<file path="src/rtl/dsp_pkg.sv">
// Shared DSP definitions: default sample width, upsampler FSM states and
// accumulator width helper.
package dsp_pkg;

  localparam int WIDTH_DEFAULT = 28;

  typedef enum logic [1:0] {
    IDLE  = 2'd0,
    PRIME = 2'd1,
    RUN   = 2'd2,
    STALL = 2'd3
  } state_e;

  // Accumulator holds A*2^L plus up to (2^L-1) signed deltas of width+1 bits.
  function automatic int ACC_W(input int width, input int log2);
    return width + log2 + 1;
  endfunction

endpackage

</file>
<file path="src/rtl/interp_ramp.sv">
// Incremental linear ramp: acc starts at base*2^L and advances by delta per
// step; the integer part of acc is the interpolated sample.
module interp_ramp
  import dsp_pkg::*;
#(
  parameter int WIDTH  = WIDTH_DEFAULT,
  parameter int N_LOG2 = 10
) (
  input  logic             clock_in,
  input  logic             reset,
  input  logic             load_i,
  input  logic [WIDTH-1:0] base_i,
  input  logic [WIDTH:0]   delta_i,
  input  logic             step_i,
  output logic [WIDTH-1:0] sample_o,
  output logic             wrap_o
);

  localparam int AW = ACC_W(WIDTH, N_LOG2);

  logic [AW-1:0]     acc_q, acc_d;
  logic [WIDTH:0]    delta_q, delta_d;
  logic [N_LOG2-1:0] k_q, k_d;

  // Load takes priority so a segment change on the wrap step restarts cleanly.
  always_comb begin
    acc_d   = acc_q;
    delta_d = delta_q;
    k_d     = k_q;
    if (load_i) begin
      acc_d   = {base_i[WIDTH-1], base_i, {N_LOG2{1'b0}}};
      delta_d = delta_i;
      k_d     = {N_LOG2{1'b0}};
    end else if (step_i) begin
      acc_d = acc_q + {{N_LOG2{delta_q[WIDTH]}}, delta_q};
      k_d   = k_q + {{(N_LOG2-1){1'b0}}, 1'b1};
    end else begin
      acc_d = acc_q;
    end
  end

  always_ff @(posedge clock_in) begin
    if (reset) begin
      acc_q   <= {AW{1'b0}};
      delta_q <= {(WIDTH+1){1'b0}};
      k_q     <= {N_LOG2{1'b0}};
    end else begin
      acc_q   <= acc_d;
      delta_q <= delta_d;
      k_q     <= k_d;
    end
  end

  // Arithmetic slice of a two's complement value is floor division by 2^L.
  assign sample_o = acc_q[WIDTH-1+N_LOG2:N_LOG2];
  assign wrap_o   = (k_q == {N_LOG2{1'b1}});

endmodule

</file>
<file path="src/rtl/lin_interp_up.sv">
// Linear-interpolating upsampler: 2^N_LOG2 output points per input interval,
// valid/ready input with a one-deep pending buffer and sticky underrun flag.
module lin_interp_up
  import dsp_pkg::*;
#(
  parameter int WIDTH  = WIDTH_DEFAULT,
  parameter int N_LOG2 = 10
) (
  input  logic             clock_in,
  input  logic             reset,
  input  logic             enable,
  input  logic [WIDTH-1:0] in_sample,
  input  logic             in_valid,
  output logic             in_ready,
  output logic [WIDTH-1:0] signal_out,
  output logic             out_valid,
  output logic             underrun
);

  state_e           state_q, state_d;
  logic [WIDTH-1:0] a_q, a_d, b_q, b_d, p_q, p_d;
  logic             p_valid_q, p_valid_d;
  logic [WIDTH-1:0] signal_out_q, signal_out_d;
  logic             out_valid_q, out_valid_d;
  logic             underrun_q, underrun_d;

  logic             xfer_s;
  logic [WIDTH-1:0] next_s;
  logic             ramp_load_s, ramp_step_s, ramp_wrap_s;
  logic [WIDTH-1:0] ramp_base_s, ramp_sample_s;
  logic [WIDTH:0]   ramp_delta_s;

  function automatic logic [WIDTH:0] diff(input logic [WIDTH-1:0] x, input logic [WIDTH-1:0] base);
    return {x[WIDTH-1], x} - {base[WIDTH-1], base};
  endfunction

  always_comb begin
    in_ready = 1'b0;
    if (!reset) begin
      case (state_q)
        IDLE, PRIME, STALL: in_ready = 1'b1;
        RUN:                in_ready = !p_valid_q;
        default:            in_ready = 1'b0;
      endcase
    end else begin
      in_ready = 1'b0;
    end
  end

  assign xfer_s = in_valid & in_ready;
  // Pending sample wins; otherwise a same-cycle transfer bypasses P.
  assign next_s = p_valid_q ? p_q : in_sample;

  always_comb begin
    state_d      = state_q;
    a_d          = a_q;
    b_d          = b_q;
    p_d          = p_q;
    p_valid_d    = p_valid_q;
    signal_out_d = signal_out_q;
    out_valid_d  = 1'b0;
    underrun_d   = underrun_q;
    ramp_load_s  = 1'b0;
    ramp_step_s  = 1'b0;
    ramp_base_s  = b_q;
    ramp_delta_s = diff(next_s, b_q);
    case (state_q)
      IDLE: begin
        if (xfer_s) begin
          a_d     = in_sample;
          state_d = PRIME;
        end
      end
      PRIME: begin
        if (xfer_s) begin
          b_d          = in_sample;
          ramp_load_s  = 1'b1;
          ramp_base_s  = a_q;
          ramp_delta_s = diff(in_sample, a_q);
          state_d      = RUN;
        end
      end
      RUN: begin
        if (xfer_s) begin
          p_d       = in_sample;
          p_valid_d = 1'b1;
        end
        if (enable) begin
          signal_out_d = ramp_sample_s;
          out_valid_d  = 1'b1;
          if (!ramp_wrap_s) begin
            ramp_step_s = 1'b1;
          end else if (p_valid_q || xfer_s) begin
            a_d         = b_q;
            b_d         = next_s;
            ramp_load_s = 1'b1;
            p_valid_d   = 1'b0;
          end else begin
            state_d = STALL;
          end
        end
      end
      STALL: begin
        if (enable) begin
          signal_out_d = b_q;
          out_valid_d  = 1'b1;
          underrun_d   = 1'b1;
        end
        if (xfer_s) begin
          a_d         = b_q;
          b_d         = in_sample;
          ramp_load_s = 1'b1;
          state_d     = RUN;
        end
      end
      default: state_d = IDLE;
    endcase
  end

  always_ff @(posedge clock_in) begin
    if (reset) begin
      state_q      <= IDLE;
      a_q          <= {WIDTH{1'b0}};
      b_q          <= {WIDTH{1'b0}};
      p_q          <= {WIDTH{1'b0}};
      p_valid_q    <= 1'b0;
      signal_out_q <= {WIDTH{1'b0}};
      out_valid_q  <= 1'b0;
      underrun_q   <= 1'b0;
    end else begin
      state_q      <= state_d;
      a_q          <= a_d;
      b_q          <= b_d;
      p_q          <= p_d;
      p_valid_q    <= p_valid_d;
      signal_out_q <= signal_out_d;
      out_valid_q  <= out_valid_d;
      underrun_q   <= underrun_d;
    end
  end

  interp_ramp #(
    .WIDTH (WIDTH),
    .N_LOG2(N_LOG2)
  ) u_ramp (
    .clock_in(clock_in),
    .reset   (reset),
    .load_i  (ramp_load_s),
    .base_i  (ramp_base_s),
    .delta_i (ramp_delta_s),
    .step_i  (ramp_step_s),
    .sample_o(ramp_sample_s),
    .wrap_o  (ramp_wrap_s)
  );

  assign signal_out = signal_out_q;
  assign out_valid  = out_valid_q;
  assign underrun   = underrun_q;

endmodule

</file>
<file path="config.mk">
export PLATFORM = sky130hd
export DESIGN_NAME = lin_interp_up
export DESIGN_NICKNAME = d
export VERILOG_FILES = /design/src/rtl/dsp_pkg.sv /design/src/rtl/interp_ramp.sv /design/src/rtl/lin_interp_up.sv
export SDC_FILE = /design/constraint.sdc
export NUM_CORES = 1
export LEC_CHECK = 0
export ABC_AREA = 1
export CAP_MARGIN = 15
export CORE_ASPECT_RATIO = 1.2
export CORE_MARGIN = 2
export CORE_UTILIZATION = 32
export CTS_CLUSTER_DIAMETER = 120
export CTS_CLUSTER_SIZE = 14
export DETAILED_ROUTE_END_ITERATION = 16
export HOLD_SLACK_MARGIN = 0.12
export PLACE_DENSITY = 0.56
export SETUP_SLACK_MARGIN = 0.02
export SLEW_MARGIN = 40
export SYNTH_ARGS = -nofsm -noshare
export SYNTH_HDL_FRONTEND = slang
export SYNTH_SLANG_ARGS = --single-unit
</file>
<file path="constraint.sdc">
create_clock -name clock_in -period 3.6 [get_ports clock_in]
set_input_delay 0.72 -clock clock_in [delete_from_list [all_inputs] [get_ports clock_in]]
set_output_delay 0.72 -clock clock_in [all_outputs]
set_load 0.005 [all_outputs]
</file>
Word-level counts from Yosys, hierarchy flattened. Index checks and enable logic that the tools add are counted.

Register bits: 195. Input bits: 32. Output and inout bits: 31. Word-level logic and storage cells: 89.

Add/subtract/negate cells: 4. Eq/ne operators: 12. Muxes and demuxes: 41. Bitwise gates (word level): 2. Reduce and logical (&&, ||, !) cells: 18.

Operator list (number): 28-bit 2-to-1 mux (13); 28-bit case mux with 2 select lines (2); 28-bit case mux with 3 select lines (1); 39-bit 2-to-1 mux (2); 29-bit 2-to-1 mux (2); 28-bit by 28-bit subtractor with 29-bit output (2); 39-bit adder (1); 2-bit inequality test, second input constant (7); 1-bit 2-to-1 mux (13); 10-bit by 1-bit adder with 10-bit output, second input constant (1); 10-bit == test, second input constant (1); 2-bit 2-to-1 mux (5); 5-bit AND reduction (2); 2-bit OR reduction (4); 2-bit case mux with 3 select lines (1); 6-bit AND reduction (1); 2-bit nonzero test (3); 2-bit == test, second input constant (2); 1-bit case mux with 2 select lines (2); 2-bit AND reduction (2); 3-bit AND reduction (1); 3-bit nonzero test (1); 3-bit OR reduction (1); 2-bit by 1-bit == test with 1-bit output, second input constant (1); other kinds (6) (6).

Longest topological paths before layout.
Word-level depth: 11. Gate-level depth with buffers: 20. Depth with buffers taken out: 18.

Cells and area by module. From an unflattened synthesis, not the netlist that was laid out.

Cell total of the unflattened synthesis: 2797. Area, all modules: 16402.0 um^2.

Modules (own cells, without submodules): lin_interp_up (instances 1, cells an instance 1870, area an instance 10575.1 um^2, sequential area each 2342.2 um^2); interp_ramp (instances 1, cells an instance 927, area an instance 5826.8 um^2, sequential area each 1541.5 um^2).

Least setup slack after synthesis. OpenSTA, ideal clock, no wires.

Kind: reg2reg. Start point: reg p_valid_q. End point: reg u_ramp.delta_q[12]. Setup time: 113 ps. Data arrival time: 2468 ps. Data required time: 3487 ps. Slack: 1019 ps. Stages on the path, launching flop included: 18. Buffers on the path: 2. Clock period less this slack: 2581 ps. Cells stage by stage: dfxtp_1 > clkbuf_1 > clkbuf_1 > o21ai_0 > ha_1 > fa_1 > inv_1 > nand3_1 > nand3_1 > nand2_1 > nand2_1 > nand2_1 > nand2_1 > inv_1 > a21oi_1 > o21ai_0 > nand3b_1 > nand2_1.

Longest elaborated chain between the ends: 9. Elaborated cells between the ends (all ways): 14. Classes of those cells: add/sub: 1; mux: 10; bitwise: 1; reduce/logical: 2.

Ends and longest elaborated chain: start, declared (line lin_interp_up.sv:22) `logic p_valid_q, p_valid_d;`; start signal, assigned (line lin_interp_up.sv:135) `p_valid_q <= p_valid_d;`; parallel branches: the longest is 9 deep, another holds 28-bit by 28-bit subtractor with 29-bit output; end signal, assigned (line interp_ramp.sv:45) `delta_q <= {(WIDTH+1){1'b0}};`; end signal, assigned (line interp_ramp.sv:49) `delta_q <= delta_d;`; end, declared (line interp_ramp.sv:22) `logic [WIDTH:0] delta_q, delta_d;`.

Several ways; the timed one is not identified. A chain may end at the register's enable or synchronous reset.

Worst setup path in the final report.
Start point: in in_sample[1]. End point: reg u_ramp.delta_q[17].

Longest elaborated chain between the ends: 4. Elaborated cells between the ends (all ways): 5. Classes of those cells: add/sub: 2; mux: 3.

Ends and longest elaborated chain: start, declared (line lin_interp_up.sv:12) `input logic [WIDTH-1:0] in_sample,`; 28-bit 2-to-1 mux (line lin_interp_up.sv:52) `assign next_s = p_valid_q ? p_q : in_sample;`; 28-bit by 28-bit subtractor with 29-bit output (line lin_interp_up.sv:34) `return {x[WIDTH-1], x} - {base[WIDTH-1], base};`; 29-bit 2-to-1 mux (line lin_interp_up.sv:75) `if (xfer_s) begin`; 29-bit 2-to-1 mux * (line lin_interp_up.sv:67) `case (state_q)`.

Every way passes the cells marked *; elsewhere a longest branch is shown, timed or not.

==> results.cfg <==
[finish]
utilization_pct = 36.2
drive_gt1_share_pct = 3.23
nets = 2844
multi_input_area_sq_um = 9850
syn_to_final_growth_pct = 11.9
regArea_sq_um = 3890
n_fill_cell = 5391

[global_route]
grt_start_max_net_pins = 80
grt_antenna_before_repair = 0
grt_overflow_total = 0
grt.total_usage_pct = 24.0
grt_pass1_vias = 16307
grt_pass1_wl_microns = 92600

[run]
drv_cap = 0

[power_and_ir_drop]
leakagePower_nw = 8.31
power.total_mw = 10.5
ir_drop_v = 0.000331
p_per_area_nw_per_um2 = 604

[clock_tree]
clkLatencyLatePin_ns = 0.48
cts_buffer_depth = 2
clkSlewWorstSetupHoldPaths_ns = 0.08
cts_root_buf = clkbuf_16
post_cts_buffers = 0
cts_tree = done
htree_levels = 4
clock_sinks = 194
postCtsHoldBufs = 0
cts_resized = 0
cts-buffers-inserted = 17

[timing]
setup_viol = 0
fin_skew_ns = 0.0132
hold_viol = 0
period_share_pct = 87.5
fin_hold_ws_ns = 0.459
max_freq_mhz = 318
maxSlewViolCount = 0
final.min_clock_period_ns = 3.15
slew_headroom_pct = 47.8
tightest_slew_ns = 0.784
setup_tns_ns = 0
rsz0062_at_grt = false
setup_slack_ns = 0.452

[worst_setup_path]
max_stage_delay_ns = 0.56
ff2ff_path_depth = 12
r2r_slack_ns = 0.56
cp_slowest_cell = clkdlybuf4s50_1
crit_end = u_ramp.delta_q[17]
startpoint_type = input pin
rr_endpoint = u_ramp.acc_q[22]
path_cells = clkdlybuf4s50_1, o21ai_0, inv_1, ha_1, nand3_1, nand2_1, nand2_1, nand2_1, nand2_1, nand2_1, nand3_1, nand3_1, nand3_1, nand3_1, nand2_1
reg2reg_from = state_q[1]
cp-startpoint = in_sample[1]
criticalPathCategory = input pin to flop
required_ns = 3.97
crit_path_end_kind = flop
crit_fanout = 5
crit_top_cell = nand2_1
cp.arrival_ns = 3.52

[route]
ant_nets = 0
vias = 17220
drt-initial-drc-count = 1262
first_pass_iters = 5
wl_per_cell_microns = 18.1
drc = 0
wirelength_microns = 60700
viasPerCell = 5.14

[synthesis]
synth_most_common_cell = nand2_1
synth_edf_count = 0
synthTopCellsByArea = dfxtp_1 (25%), nand2_1 (21%), inv_1 (9.1%)
synth_top_area_share_pct = 24.9
synth_common_cells = nand2_1 (883), inv_1 (376), nor2_1 (244)
synth.net_count = 2825
yosysWarningCount = 0
ys.flop_type = dfxtp_1
avgSynthCellArea_sq_um = 5.79
ys_types = 40
synth_seq_cells = 194
netlist_area_sq_um = 15600
yosysSeqAreaShare_pct = 24.9
synthArstFlopShare_pct = 0
synth_top_cell_by_area = dfxtp_1
postSynthCellCount = 2691

[placed_design]
io_buffers = 62
pre_cts_ws_ns = -0.0602
gp_congestion = 1.06
dp_hpwl_microns = 48500

[floorplan]
die_w_microns = 205
die_y_microns = 246
rows = 88
coreArea_sq_um = 48100
die_area_sq_um = 50400
start_util_pct = 32.4
io_pins = 63

[status]
outcome = finished clean

[hold_path]
min_path_cells = 2
min_path_type = flop to flop
## cells in the final DEF, fill, tap and decap left out, types with 4 or more instances in the layout
| master | instances |
|---|---|
| inv_8 | 4 |
| nand3_1 | 199 |
| a21oi_1 | 221 |
| clkbuf_16 | 17 |
| buf_4 | 30 |
| o21ai_0 | 208 |
| o21bai_1 | 13 |
| nand3b_1 | 6 |
| nand2_1 | 883 |
| nor2_1 | 241 |
| dfxtp_1 | 193 |
| ha_1 | 99 |
| nor3_1 | 11 |
| inv_2 | 6 |
| inv_1 | 376 |
| or2_2 | 6 |
| and2_1 | 5 |
| clkdlybuf4s50_1 | 61 |
| xnor2_1 | 8 |
| nand4_1 | 20 |
| a31oi_1 | 33 |
| o211ai_1 | 24 |
| nor2_4 | 5 |
| xor2_1 | 14 |
## flip-flops by register name, summed over array words and instances, names as in the netlist
register,count
underrun,1
u_ramp.acc_q,38
p_q,28
p_valid_q,1
b_q,28
u_ramp.delta_q,29
state_q,2
a_q,28
signal_out,28
out_valid,1
u_ramp.k_q,10
## routing by layer
layer  wire, microns  vias up  track usage, %
met1           27300     8067            31.0
met5               0        -               0
li1                -     8655               -
met3            2320       96            1.92
met4            1970        0            9.18
met2           29100      402            41.4
## worst max-delay path, delay by kind of cell
| kind | cells | cell delay [ns] |
|---|---|---|
| AND/OR/NAND/NOR | 11 | 1.36 |
| buffers and inverters | 2 | 0.69 |
| AO/OA/AOI/OAI | 1 | 0.46 |
| adder cells (fa/ha/maj) | 1 | 0.30 |
## cell families (layout without fill, tap and decap cells)
| group | count (synthesis) | count (layout) | share of synthesized area [%] |
|---|---|---|---|
| compound gates | 510 | 510 | 17.4 |
| buf+inv | 477 | 508 | 12.0 |
| other cells | 0 | 1 | 0 |
| xor+xnor | 22 | 22 | 1.24 |
| flops | 194 | 194 | 24.9 |
| mux | 1 | 1 | 0.0643 |
| simple gates | 1385 | 1385 | 36.0 |
| fa+ha+maj | 102 | 102 | 8.34 |
## layout make-up
class / count / share of cell area (%)
Multi-Input combinational cell: 2020 / 56.5
Sequential cell: 194 / 22.3
Inverter: 384 / 8.28
Timing Repair Buffer: 93 / 5.03
Tap cell: 630 / 4.52
Clock buffer: 18 / 2.52
Clock inverter: 13 / 0.811
Antenna cell: 1 / 0.0144
## per-stage QoR
stage	std cells	cell area, sq um
global route	3352	17400
CTS	3352	17400
detailed placement	3321	16800
finish	3353	17400
floorplan	2691	15600
global placement	3321	16800
## worst min-delay path by stage
| stage | from | to | slack [ns] |
|---|---|---|---|
| floorplan | p_q[0] | p_q[0] | 0.43 |
| global placement | p_q[1] | p_q[1] | 0.44 |
| detailed placement | p_q[1] | p_q[1] | 0.45 |
| CTS | p_q[1] | p_q[1] | 0.46 |
| global route | u_ramp.delta_q[0] | u_ramp.delta_q[0] | 0.48 |
| finish | p_q[1] | p_q[1] | 0.46 |
## power breakdown
part	switching [mW]	internal, mW	leakage [nW]	total [mW]
combinational	3.91	1.73	6.46	5.65
sequential	0.332	2.52	1.57	2.85
clock	1.03	0.997	0.277	2.03
total	5.28	5.25	8.31	10.5
No activity file was read; power rests on OpenSTA's default activity.
